**config.mk**
```make
export PLATFORM = sky130hd
export DESIGN_NAME = seg_scan_ctrl
export DESIGN_NICKNAME = d
export VERILOG_FILES = /design/src/rtl/seg_scan_ctrl.sv
export SDC_FILE = /design/constraint.sdc
export NUM_CORES = 1
export LEC_CHECK = 0
export BUFFER_PORTS_ARGS = -buffer_cell sky130_fd_sc_hd__buf_2
export CORE_ASPECT_RATIO = 2
export CORE_UTILIZATION = 64
export CTS_CLUSTER_SIZE = 30
export DETAILED_ROUTE_END_ITERATION = 10
export PLACE_DENSITY = 0.83
export SYNTH_ARGS = -nofsm -noshare
export SYNTH_HDL_FRONTEND = slang
export SYNTH_SLANG_ARGS = --single-unit
```
**constraint.sdc**
```tcl
create_clock -name clk -period 2.6 [get_ports clk]
set_clock_uncertainty 0.15 [all_clocks]
set_input_delay 0.13 -clock clk [delete_from_list [all_inputs] [get_ports clk]]
set_output_delay 0.13 -clock clk [all_outputs]
set_load 0.005 [all_outputs]
```
**src/rtl/seg_scan_ctrl.sv**
```systemverilog
// seg_scan_ctrl: 10-bit sample -> 4-digit BCD, time-multiplexed onto
// a shared seven-segment decoder with optional leading-zero blanking.
//
// Ports:
//   clk, rst_n          clock, async active-low reset
//   data_in[9:0]        unsigned sample, qualified by data_valid
//   data_valid          one-cycle strobe, dropped while busy
//   lz_blank            1 = blank leading zeros
//   busy                conversion in progress
//   dig_en[3:0]         active-low digit selects, bit 0 = ones
//   dec_en              decoder enable, 0 blanks the segments
//   dec_in[3:0]         BCD digit for the decoder
module seg_scan_ctrl #(
   parameter int DATA_W   = 10,
   parameter int SCAN_DIV = 50000
) (
   input  logic              clk,
   input  logic              rst_n,
   input  logic [DATA_W-1:0] data_in,
   input  logic              data_valid,
   input  logic              lz_blank,
   output logic              busy,
   output logic [3:0]        dig_en,
   output logic              dec_en,
   output logic [3:0]        dec_in
);

   localparam int CNT_W = $clog2(SCAN_DIV);
   localparam int BCD_W = 16;
   localparam int SH_W  = BCD_W + DATA_W;
   localparam logic [3:0] LAST_BIT = 4'(DATA_W - 1);
   localparam logic [CNT_W-1:0] CNT_TC = CNT_W'(SCAN_DIV - 1);

   typedef enum logic [1:0] {
      S_IDLE,
      S_CONV,
      S_LOAD
   } state_e;

   state_e              state_q, state_d;
   logic [DATA_W-1:0]   bin_q, bin_d;
   logic [BCD_W-1:0]    bcd_q, bcd_d;
   logic [3:0]          bit_q, bit_d;
   logic [3:0][3:0]     disp_q, disp_d;
   logic                busy_q, busy_d;

   logic [CNT_W-1:0]    cnt_q, cnt_d;
   logic [1:0]          idx_q, idx_d;
   logic [3:0]          dig_q, dig_d;
   logic                den_q, den_d;
   logic [3:0]          din_q, din_d;

   logic [BCD_W-1:0]    adj;
   logic [SH_W-1:0]     shifted;
   logic                zero_up;

   // Shift-and-add-3: correct each nibble before the shift so it
   // carries into the next decade instead of exceeding 9.
   always_comb begin
      adj     = '0;
      for (int n = 0; n < 4; n++) begin
         if (bcd_q[4*n +: 4] >= 4'd5) begin
            adj[4*n +: 4] = bcd_q[4*n +: 4] + 4'd3;
         end else begin
            adj[4*n +: 4] = bcd_q[4*n +: 4];
         end
      end
      shifted = {adj, bin_q} << 1;
   end

   always_comb begin
      state_d = state_q;
      bin_d   = bin_q;
      bcd_d   = bcd_q;
      bit_d   = bit_q;
      disp_d  = disp_q;
      unique case (state_q)
         S_IDLE: begin
            if (data_valid) begin
               bin_d   = data_in;
               bcd_d   = '0;
               bit_d   = '0;
               state_d = S_CONV;
            end
         end
         S_CONV: begin
            bcd_d = shifted[SH_W-1:DATA_W];
            bin_d = shifted[DATA_W-1:0];
            bit_d = bit_q + 4'd1;
            if (bit_q == LAST_BIT) begin
               state_d = S_LOAD;
            end
         end
         S_LOAD: begin
            disp_d  = bcd_q;
            state_d = S_IDLE;
         end
         default: begin
            state_d = S_IDLE;
         end
      endcase
      busy_d = (state_d != S_IDLE);
   end

   // Scan engine is free-running and never touched by the FSM, so a
   // new value lands mid-scan without disturbing the digit timing.
   always_comb begin
      cnt_d = cnt_q + 1'b1;
      idx_d = idx_q;
      if (cnt_q == CNT_TC) begin
         cnt_d = '0;
         idx_d = idx_q + 2'd1;
      end
   end

   // All three outputs come from one register stage so the digit
   // select and segment data always switch on the same edge.
   always_comb begin
      zero_up = 1'b0;
      unique case (idx_q)
         2'd0: zero_up = 1'b0;
         2'd1: zero_up = (disp_q[3] == 4'd0) && (disp_q[2] == 4'd0)
                      && (disp_q[1] == 4'd0);
         2'd2: zero_up = (disp_q[3] == 4'd0) && (disp_q[2] == 4'd0);
         2'd3: zero_up = (disp_q[3] == 4'd0);
         default: zero_up = 1'b0;
      endcase
      dig_d = ~(4'b0001 << idx_q);
      din_d = disp_q[idx_q];
      den_d = !(lz_blank && zero_up);
   end

   always_ff @(posedge clk or negedge rst_n) begin
      if (!rst_n) begin
         state_q <= S_IDLE;
         bin_q   <= '0;
         bcd_q   <= '0;
         bit_q   <= '0;
         disp_q  <= '0;
         busy_q  <= 1'b0;
         cnt_q   <= '0;
         idx_q   <= '0;
         dig_q   <= 4'b1110;
         den_q   <= 1'b1;
         din_q   <= '0;
      end else begin
         state_q <= state_d;
         bin_q   <= bin_d;
         bcd_q   <= bcd_d;
         bit_q   <= bit_d;
         disp_q  <= disp_d;
         busy_q  <= busy_d;
         cnt_q   <= cnt_d;
         idx_q   <= idx_d;
         dig_q   <= dig_d;
         den_q   <= den_d;
         din_q   <= din_d;
      end
   end

   assign busy   = busy_q;
   assign dig_en = dig_q;
   assign dec_en = den_q;
   assign dec_in = din_q;

endmodule

```
* Word-level counts from Yosys, hierarchy flattened
Index checks and enable logic that the tools add are counted.
** Operators by class
- Add/subtract/negate cells :: 7
- Muxes and demuxes :: 17
- Order comparisons :: 5
- Bitwise gates (word level) :: 1
- Reduce and logical (&&, ||, !) cells :: 12
- Shift-type cells :: 1
- Equal/unequal tests :: 8
** Operator list (count)
- two-way mux 16 bit :: 2
- one-hot mux 16 bit (2 select lines) :: 1
- two-way mux 4 bit :: 5
- one-hot mux 10 bit (2 select lines) :: 1
- adder 16 x 1 -> 16 bit (second input constant) :: 1
- == test 16 bit (second input constant) :: 1
- >= comparator 4 x 3 -> 1 bit (second input constant) :: 4
- adder 4 x 2 -> 4 bit (second input constant) :: 3
- logical NOT 4 bit :: 3
- two-way mux 10 bit :: 1
- binary-select mux 4 bit (select 2 bit) :: 1
- one-hot mux 4 bit (2 select lines) :: 1
- == test 2 bit (second input constant) :: 3
- adder 4 x 1 -> 4 bit (second input constant) :: 1
- == test 2 x 1 -> 1 bit (second input constant) :: 2
- == test 4 bit (second input constant) :: 1
- logical NOT 2 bit :: 2
- two-way mux 2 bit :: 2
- NOT 4 bit :: 1
- one-hot mux 1 bit (4 select lines) :: 1
- one-hot mux 2 bit (2 select lines) :: 1
- nonzero test 2 bit :: 2
- << shifter 1 x 2 -> 4 bit (first input constant) :: 1
- adder 3 x 2 -> 3 bit (second input constant) :: 1
- other kinds (7) :: 9
** Word-level totals
- Input port bits :: 14
- Logic and storage cells :: 65
- Output and inout port bits :: 10
- Register bits after elaboration :: 76

* Logic depth before layout (Yosys ltp)
Gate-level depths: netlist of the first run.
- Depth in word-level cells :: 6
- Gate-level depth with buffers :: 7
- Gate-level depth less buffers :: 6

* Least setup slack after synthesis of the first run
No wires, ideal clock.
- Kind :: reg2reg
- Start point :: reg idx_q[0]
- End point :: reg den_q (netlist: dec_en)
- Setup time :: 0.095 ns
- Stages on the path, launching flop included :: 8
- Clock period less this slack :: 1.749 ns
- Slack :: 0.851 ns
- Path buffers :: 1
- Required time :: 2.355 ns
- Data arrival time :: 1.504 ns
- Cell sequence :: dfrtp_1 > clkbuf_1 > inv_1 > ha_1 > inv_1 > o31ai_1 > a21oi_1 > or4b_1
** On the way
- Cells in the longest elaborated chain, start to end :: 4
- Elaborated cells between the ends (all ways) :: 7
- Classes of those cells :: eq/ne: 3; mux: 1; reduce/logical: 3
** RTL lines
- start: declaration :: line 48 : logic [1:0] idx_q, idx_d;
- start signal: assignment :: line 154 : idx_q <= idx_d;
- == test 2 bit, or another cell as far along :: line 120 : unique case (idx_q)
- one-hot mux 1 bit (4 select lines) (*) :: line 120
- logical AND 1 bit (*) :: line 130 : den_d = !(lz_blank && zero_up);
- logical NOT 1 bit (*) :: line 130
- net den_d :: line 50 : logic den_q, den_d;
- end signal: assignment :: line 156 : den_q <= den_d;
- end: declaration :: line 50
The timed path passes the listed nets; every way through them passes the cells marked *.
A chain may end at the register's enable or synchronous reset.

* Worst setup path in the final report of the first run
- Start point :: reg state_q[0]
- End point :: reg bcd_q[15]
** On the way
- Cells in the longest elaborated chain, start to end :: 3
- Elaborated cells between the ends (all ways) :: 6
- Classes of those cells :: eq/ne: 2; mux: 1; reduce/logical: 3
** RTL lines
- start: declaration :: line 40 : state_e state_q, state_d;
- start signal: assignment :: line 147 : state_q <= state_d;
- == test 2 x 1 -> 1 bit or logical NOT 2 bit (tied branches) :: line 77 : unique case (state_q)
- nonzero test 2 bit (no source line) or != test 2 bit (tied branches)
- AND reduction 2 bit (no source line)
- end signal: assignment :: line 137 : bcd_q <= '0;
- end signal: assignment :: line 149 : bcd_q <= bcd_d;
- end: declaration :: line 42 : logic [BCD_W-1:0] bcd_q, bcd_d;
Several ways; a longest one is shown, not always the timed one.

==> run metrics, run 1 <==
Seq pwr share=47.7%; nature of the critical path endpoint=flop; fmax=~470 MHz; placed wire-length estimate=4750 um; total negative slack=0 ns; Reg clk slew, reported paths=0.07 ns; critical-path cell list=nor2_1 > or2_2 > inv_1 > o31ai_1 > a32o_1; crit share post-route=81.3%; fin crit period=about 2.1 ns; Routed WL per cell=between 15 and 20 um; outcome=finished, final reports clean; total leakage power=between 1.5 and 2 nW; Worst Tran Pin Value=0.909 ns; sequential-to-total area share from yosys stat=between 50 and 60%; filler instances=roughly 360; Starting Density=around two thirds; CP Launch Type=flop; share of layout cells above drive strength 1=16.4%; area occupied by multi-input gates=1440 um2; Max VDD drop=866 uV; commonest non-fill, non-tap cell in the layout=dfrtp_1; Final ANT Viol Nets=0; Req. time, crit path=2.68 ns; Final Hold Viols=0; area grow syn2layout=12.9%; max incr delay on CP=0.58 ns; Yosys reg bits=76; Critical Path AT=2.19 ns; critical path's slowest cell=dfrtp_1; crit-path max FO=17; syn avg cell area=11.2 um2; row count=37; post-CTS setup buffers=0; DR iter-0 viols=78; P_sw=0.00128 W; # port buffers=23; unrepaired setup endpoints after global routing=no; syn_nets=340; worst setup path class=reg -> reg; Post-synth EDFFs=0; combinational power share=about a third; final WL=about 6700 um; clock latency on the worst-skew pair=0.35 ns; vias in the first global route=2534; post-synth cell types=34; YS warnings=0; drc violations=0; cell internal pwr=0.00243 W; io pins=24; Clock Tree Buf Depth=2; total congestion overflow=0; worst reg2reg setup slack=0.49 ns; # setup viols final=0; pwr/cell area=944 nW/um2; relative slew slack=39.4%; largest net degree at the start of global routing=77; Hold Path Class=in -> reg; post-synthesis cell area=~3500 um2; vias per inst=5.95; most frequent cells in the layout=dfrtp_1 (72), o21ai_0 (26), nand2_1 (24), buf_2 (23), inv_1 (20); register area=1910 um2; CTS root buffer=clkbuf_8; n_diodes=0; Clk pwr share=20.4%; # clock sinks=76; Core Region=5180 um2; H-Tree Depth=3; initial antenna violation count=0; First-pass DRT Iterations=4; Final nets=378; RePlAce Congestion=0.789; Synth Instances=310; Sw Ratio=34.5%; Die ar.=5740 um2; GRT Util Overall=27.9%; die width=between 50 and 60 um; asr flop ratio synth=100%; final core utilization=75.7%; Slew Viols, Final=0; Max-Cap Viols=0; Die Height=106 um; via count=approximately 2400; CTS tree=yes; dominant synthesized flop cell=dfrtp_1; TritonCTS buffer count=9; wire length of the first global-routing pass=11200 um
==> what timing repair did <==
action	4_1_cts	5_1_grt
hold buffers	12	0
gates resized for setup	0	0
endpoints found under the hold margin	83	0
==> cells in the mapped netlist, types with 2 or more instances <==
cell	number	share of area (%)
nor3_1	7	1.0
mux4_2	3	1.9
a32o_1	5	1.4
a22oi_1	9	1.9
o22ai_1	5	0.90
nand4_1	4	0.72
a21oi_1	9	1.3
clkbuf_1	9	0.97
dfrtp_1	72	52
o31ai_1	5	1.1
a22o_1	2	0.50
nand2_1	24	2.6
mux2_2	11	3.6
xor2_1	9	2.3
nand3_1	9	1.3
nor2_1	18	1.9
inv_1	20	2.2
or2_2	2	0.36
xnor2_1	13	3.3
nand2b_1	5	0.90
nor4_1	3	0.54
nor2b_1	5	0.90
ha_1	16	5.8
dfstp_2	4	3.0
mux2i_1	3	0.86
o32ai_1	3	0.76
o21ai_0	26	3.7
buf_2	3	0.43
==> critical path: cells and delay by family (launching register included) <==
| kind | cells | cell delay, ns |
|---|---|---|
| AO/OA/AOI/OAI | 2 | 0.37 |
| AND/OR/NAND/NOR | 2 | 0.52 |
| buffers and inverters | 1 | 0.37 |
| flip-flops | 1 | 0.58 |
==> worst paths after layout <==
path                                      start                endpoint  depth (start not counted)
min reg2reg                  cnt_q[0]$_DFF_PN0_      cnt_q[0]$_DFF_PN0_                          1
max                        state_q[0]$_DFF_PN0_   bcd_q[15]$_DFFE_PN0P_                          5
max reg2reg                state_q[0]$_DFF_PN0_   bcd_q[15]$_DFFE_PN0P_                          5
max in group asynchronous                 rst_n    bcd_q[7]$_DFFE_PN0P_                          3
min                                  data_valid    bin_q[6]$_DFFE_PN0P_                          4
min in group asynchronous                 rst_n  disp_q[12]$_DFFE_PN0N_                          3
==> kinds of logic after synthesis <==
family | synth area share, %
and+or+nand+nor | 11.4
DFF | 54.9
AOI/OAI and AO/OA | 11.7
buffers and inverters | 3.57
xor gates and xnor gates | 5.55
muxes | 7.13
adders and majority gates | 5.76
==> flip-flops by register name, summed over array words and instances (netlist names), 4 cells and up <==
register / count
bcd_q: 16
cnt_q: 16
disp_q: 16
bin_q: 10
bit_q: 4
dec_in: 4
dig_en: 4
==> cell type report <==
cell class	count	share of cell area [%]
sequential	76	48.6
multi-input combinational	202	36.8
timing repair buffer	39	6.76
clock buffer	16	4.08
inverter	20	1.91
tap	58	1.85
==> through the flow <==
step | hold WS, ns | setup WS (ns) | total power (W) | instances | instance area, um2
final | 0.0772 | 0.487 | 0.00370 | 411 | 3920
after global placement | 0.224 | 0.587 | 0.00288 | 383 | 3640
after floorplan | -0.316 | 0.851 | 0.00261 | 310 | 3470
after detailed placement | 0.230 | 0.502 | 0.00295 | 383 | 3640
after global routing | 0.0964 | 0.298 | 0.00396 | 411 | 3920
after CTS | 0.0340 | 0.498 | 0.00373 | 411 | 3920
==> power by group through the flow <==
stage | Sequential (W) | Clock [W] | Combinational (W)
final | 0.00176 | 0.000756 | 0.00118
after global routing | 0.00181 | 0.000828 | 0.00133
after CTS | 0.00177 | 0.000779 | 0.00119
after detailed placement | 0.00179 | 0 | 0.00116
after global placement | 0.00177 | 0 | 0.00111
after floorplan | 0.00169 | 0 | 0.000918
==> layer usage <==
| metal | global-route usage [%] | up-vias | routed length, um |
|---|---|---|---|
| met5 | 0 | - | 0 |
| met4 | 14.1 | 0 | 210 |
| met3 | 7.73 | 20 | 216 |
| met2 | 49.4 | 59 | 3880 |
| met1 | 27.8 | 1200 | 2410 |
| li1 | - | 1165 | - |
Power figures use the tool's default switching activity.
==> run 2: changes to the inputs <==
Settings changed: CORE_UTILIZATION 64 to 60, PLACE_DENSITY 0.83 to 0.78.
Clock period 2.6 ns to 2.1 ns, I/O delays scaled along.
==> run 2 against run 1 <==
Against the previous run:
- global-route usage shrank 1.6 points
- combinational power rose by 32%
- utilization shrank 1.7 points
- fmax rose by 8.4%
- clock power up 72%
- critical endpoint is now bin_q[6]$_DFFE_PN0P_
==> run metrics, run 2 (synthesis gave the netlist of run 1 again) <==
Reg clk slew, reported paths=0.08 ns; final WL=7020 um; Clk pwr share=25.8%; H-Tree Depth=3; dpl cells=just under 400; biggest regs=bcd_q x16, cnt_q x16, disp_q x16; Seq pwr share=a little over two fifths; Core Region=about 5500 um2; total congestion overflow=0; Setup crit start=state_q[1]$_DFF_PN0_; combinational power share=roughly 31%; drc violations=0; outcome=finished, final reports clean; r2r startpoint=state_q[1]$_DFF_PN0_; Max-Cap Viols=0; area grow syn2layout=17.4%; cell internal pwr=0.00341 W; Clock Tree Buf Depth=2; n_diodes=0; # setup viols final=0; critical path depth=5; critical path's slowest cell=dlygate4sd3_1; largest net degree at the start of global routing=42; crit path capture=bin_q[6]$_DFFE_PN0P_; row count=38; post-CTS setup buffers=0; via count=between 2000 and 2500; pwr/cell area=between 1000 and 1500 nW/um2; final core utilization=73.9%; hold path start=data_valid; io pins=24; CTS tree=yes; fin crit period=approximately 1.9 ns; Starting Density=63.0%; commonest non-fill, non-tap cell in the layout=dfrtp_1; Final Non-Filler Cells=roughly 420; Die ar.=6120 um2; P_sw=0.00163 W; most frequent cells in the layout=dfrtp_1 (72), o21ai_0 (26), nand2_1 (24), buf_2 (22), inv_1 (20); Slew Viols, Final=0; Final Hold Viols=0; First-pass DRT Iterations=4; clock latency on the worst-skew pair=approximately 0.35 ns; Routed WL per cell=about 17 um; CP Buf/Inv Count=2; worst reg2reg setup slack=0.15 ns; relative slew slack=61.5%; Req. time, crit path=2.22 ns; CTS root buffer=clkbuf_8; Die Height=110 um; FF-to-FF path depth=5; Worst Tran Pin Value=a little under 0.6 ns; placed wire-length estimate=between 4000 and 5000 um; Top delay family on crit path=buffers and inverters; die width=roughly 56 um; wire length of the first global-routing pass=12000 um; nature of the critical path endpoint=flop; vias per inst=5.91; Sw Ratio=32.3%; share of layout cells above drive strength 1=19.4%; RePlAce Congestion=0.822; CP Launch Type=flop; # clock sinks=76; Critical Path AT=just over 2 ns; GRT Util Overall=26.3%; Max VDD drop=between 900 and 1000 uV; Final ANT Viol Nets=0; critical-path cell list=buf_4 > nor2b_2 > a21oi_1 > dlygate4sd3_1 > o21ai_0; DR iter-0 viols=124; crit-path max FO=9; crit share post-route=92.8%; max incr delay on CP=0.56 ns; total negative slack=0 ns; initial antenna violation count=0; Tot Pwr=0.00503 W; unrepaired setup endpoints after global routing=no; worst setup path class=reg -> reg; TritonCTS buffer count=9; # port buffers=23; Hold Path Class=in -> reg; vias in the first global route=approximately 2600; worst hold slack=0.0313 ns; Final nets=between 300 and 400; fmax=a little over 500 MHz; total leakage power=~1.9 nW; Worst R2R End=bin_q[6]$_DFFE_PN0P_
==> run 2: cell types whose count changed in the layout (fill, tap and decap cells not counted), moves of 2 or more <==
| cell | delta |
|---|---|
| clkbuf_1 | -4 |
| bufinv_16 | +3 |
| clkinv_2 | +2 |
| buf_4 | +7 |
==> run 2: per-layer routing <==
layer  vias to the layer above  track usage, %  wire [um]
met5                         -               0          0
met4                         0            17.7        298
met3                        26            5.76        215
met2                        63            47.1       3950
met1                      1222            27.1       2550
li1                       1178               -          -
==> run 2: layout make-up <==
type                    instances  area, um2
flip-flops and latches         76       1910
multi-input cells             202       1450
fillers                       401       1440
repair buffers                 47        343
clock buffers                  11        131
clock inverters                 5        100
inverters                      20       75.1
well taps                      60       75.1
==> run 2: how the worst min path moves through the flow <==
stage,endpoint,cells past startpoint
after floorplan,bcd_q[0]$_DFFE_PN0P_,0
after global placement,cnt_q[10]$_DFF_PN0_,1
after detailed placement,cnt_q[10]$_DFF_PN0_,1
after CTS,bin_q[8]$_DFFE_PN0P_,4
after global routing,bin_q[8]$_DFFE_PN0P_,4
final,bin_q[8]$_DFFE_PN0P_,4
==> run 2: timing repair <==
| action | CTS | global route |
|---|---|---|
| hold buffers | 13 | 0 |
| resized for setup | 0 | 1 |
| hold endpoints to repair | 87 | 0 |
| setup endpoints to repair | 0 | 1 |
==> run 2: worst register-to-register path: stages, from the launching register on <==
cell           delay, ns
dfrtp_1             0.47
buf_4               0.21
nor2b_2             0.21
a21oi_1             0.11
dlygate4sd3_1       0.56
o21ai_0             0.17
==> run 2: per-stage QoR <==
step / area (um2) / worst slack (ns)
after floorplan: 3470 / 0.351
after global placement: 3710 / 0.270
after detailed placement: 3710 / 0.195
after CTS: 4070 / 0.168
after global routing: 4080 / 0.0111
final: 4080 / 0.151
==> run 2: power groups by stage <==
stage	clock (W)	combinational (W)	sequential [W]
after CTS	0.00132	0.00156	0.00218
after detailed placement	0	0.00153	0.00221
after floorplan	0	0.00114	0.00209
final	0.00130	0.00156	0.00218
after global routing	0.00138	0.00178	0.00224
after global placement	0	0.00148	0.00218
==> run 3: changes to the inputs <==
Settings changed: CORE_ASPECT_RATIO 2 to 1.25.
==> run 3 against run 2 <==
Against the previous run:
- combinational power is essentially flat
- cell area shrank 0.61%
- clock power shrank 12%
- count of clock-buffer cells in the layout is the same
- critical endpoint unchanged
- largest power group unchanged
==> run metrics, run 3 (synthesis gave the netlist of run 1 again) <==
r2r startpoint=state_q[1]$_DFF_PN0_; crit share post-route=92.7%; cells resized by post-CTS repair=0; Final Non-Filler Cells=424; Final ANT Viol Nets=0; total congestion overflow=0; total negative slack=0 ns; CTS tree=yes; Routed WL per cell=~15 um; busiest layer in global routing=met2; drc violations=0; pwr/cell area=1190 nW/um2; placed wire-length estimate=4420 um; # port buffers=23; Starting Density=62.9%; vias in the first global route=2486; area grow syn2layout=16.6%; GRT Util Overall=23.6%; io pins=24; row count=30; Worst Tran Pin Value=0.455 ns; Core Region=between 5000 and 6000 um2; Critical Path AT=2.05 ns; final std cell area, no fill=between 4000 and 5000 um2; total leakage power=1.87 nW; Max-Cap Viols=0; Slew Viols, Final=0; CTS root buffer=clkbuf_8; met3 Use GR=4.75%; area occupied by multi-input gates=1440 um2; worst reg2reg setup slack=0.15 ns; CP Launch Type=flop; hold path start=data_valid; # clock sinks=76; Clock Tree Buf Depth=2; initial antenna violation count=0; wire length of the first global-routing pass=11200 um; H-Tree Depth=3; Die ar.=6100 um2; share of layout cells above drive strength 1=between 10% and 20%; fmax=around 500 MHz; die width=70.1 um; n_diodes=0; grt met2 use=40.3%; biggest regs=bcd_q x16, cnt_q x16, disp_q x16; DR iter-0 viols=103; outcome=finished, final reports clean; via count=2435; largest net degree at the start of global routing=32; Req. time, crit path=2.21 ns; TritonCTS buffer count=9; clock latency on the worst-skew pair=0.33 ns; Hold Path Class=in -> reg; register area=1910 um2; fin crit period=1.95 ns; Final nets=between 300 and 400; RePlAce Congestion=0.805; commonest non-fill, non-tap cell in the layout=dfrtp_1; Setup crit start=state_q[1]$_DFF_PN0_; Final Hold Viols=0; filler instances=398; dpl cells=395; final WL=approximately 6500 um; Die Height=87.1 um; met1 global-route usage=30.1%; relative slew slack=69.6%; nature of the critical path endpoint=flop; DP Area=3710 um2; vias per inst=5.74; # setup viols final=0; crit-path max FO=11; Reg clk slew, reported paths=0.07 ns; most frequent cells in the layout=dfrtp_1 (72), o21ai_0 (26), nand2_1 (24), buf_2 (22), inv_1 (20); First-pass DRT Iterations=4; unrepaired setup endpoints after global routing=no; worst setup path class=reg -> reg; Max VDD drop=704 uV
run 3: changes by cell type in the layout (fill, tap and decap cells not counted), sizes merged:
| cell | change |
|---|---|
| clkinv | +1 |
| clkinvlp | +1 |
| bufinv | -2 |
| buf | -1 |
run 3: layout make-up:
type	instances	share of cell area, %
Timing Repair Buffer	46	8.28
Clock inverter	5	1.48
Clock buffer	11	3.74
Tap cell	64	1.98
Multi-Input combinational cell	202	35.6
Sequential cell	76	47.1
Inverter	20	1.85
run 3: repair_timing:
| action | 4_1_cts | 5_1_grt |
|---|---|---|
| endpoints found under the hold margin | 83 | 0 |
| hold buffers | 13 | 0 |
| setup buffers | 0 | 0 |
| endpoints found under the setup margin | 0 | 0 |
run 3: worst paths after layout:
path / to / depth (start not counted)
max: bin_q[6]$_DFFE_PN0P_ / 5
min: bin_q[8]$_DFFE_PN0P_ / 4
max reg2reg: bin_q[6]$_DFFE_PN0P_ / 5
min reg2reg: bin_q[9]$_DFFE_PN0P_ / 2
max in group asynchronous: bcd_q[12]$_DFFE_PN0P_ / 3
min in group asynchronous: cnt_q[11]$_DFF_PN0_ / 2
run 3: per-layer routing:
layer  up-vias  share of wire, %
met1      1217                46
met3        10               2.2
met2        36                51
li1       1172                 -
met5         -                 0
met4         0               1.4
run 3: critical path: stages, from the launching register on:
cell and delay, ns:
dfrtp_1 0.49, buf_4 0.21, nor2b_1 0.22, a21oi_1 0.11, dlygate4sd3_1 0.56, o21ai_0 0.13
run 3: power by group:
group          leakage, nW  switching [W]  internal (W)
registers            0.986       0.000316       0.00185
logic                0.778       0.000783      0.000744
clock network        0.106       0.000523      0.000616
run 3: metrics by stage:
stage	hold WS [ns]	utilization, %	setup slack, ns	power [W]
floorplan	-0.341	-	0.351	0.00323
global placement	-0.0829	67.2	0.283	0.00362
global route	0.0843	73.4	0.0224	0.00517
CTS	0.000723	73.4	0.157	0.00488
finish	0.0153	73.4	0.153	0.00484
detailed placement	-0.0884	67.2	0.215	0.00370
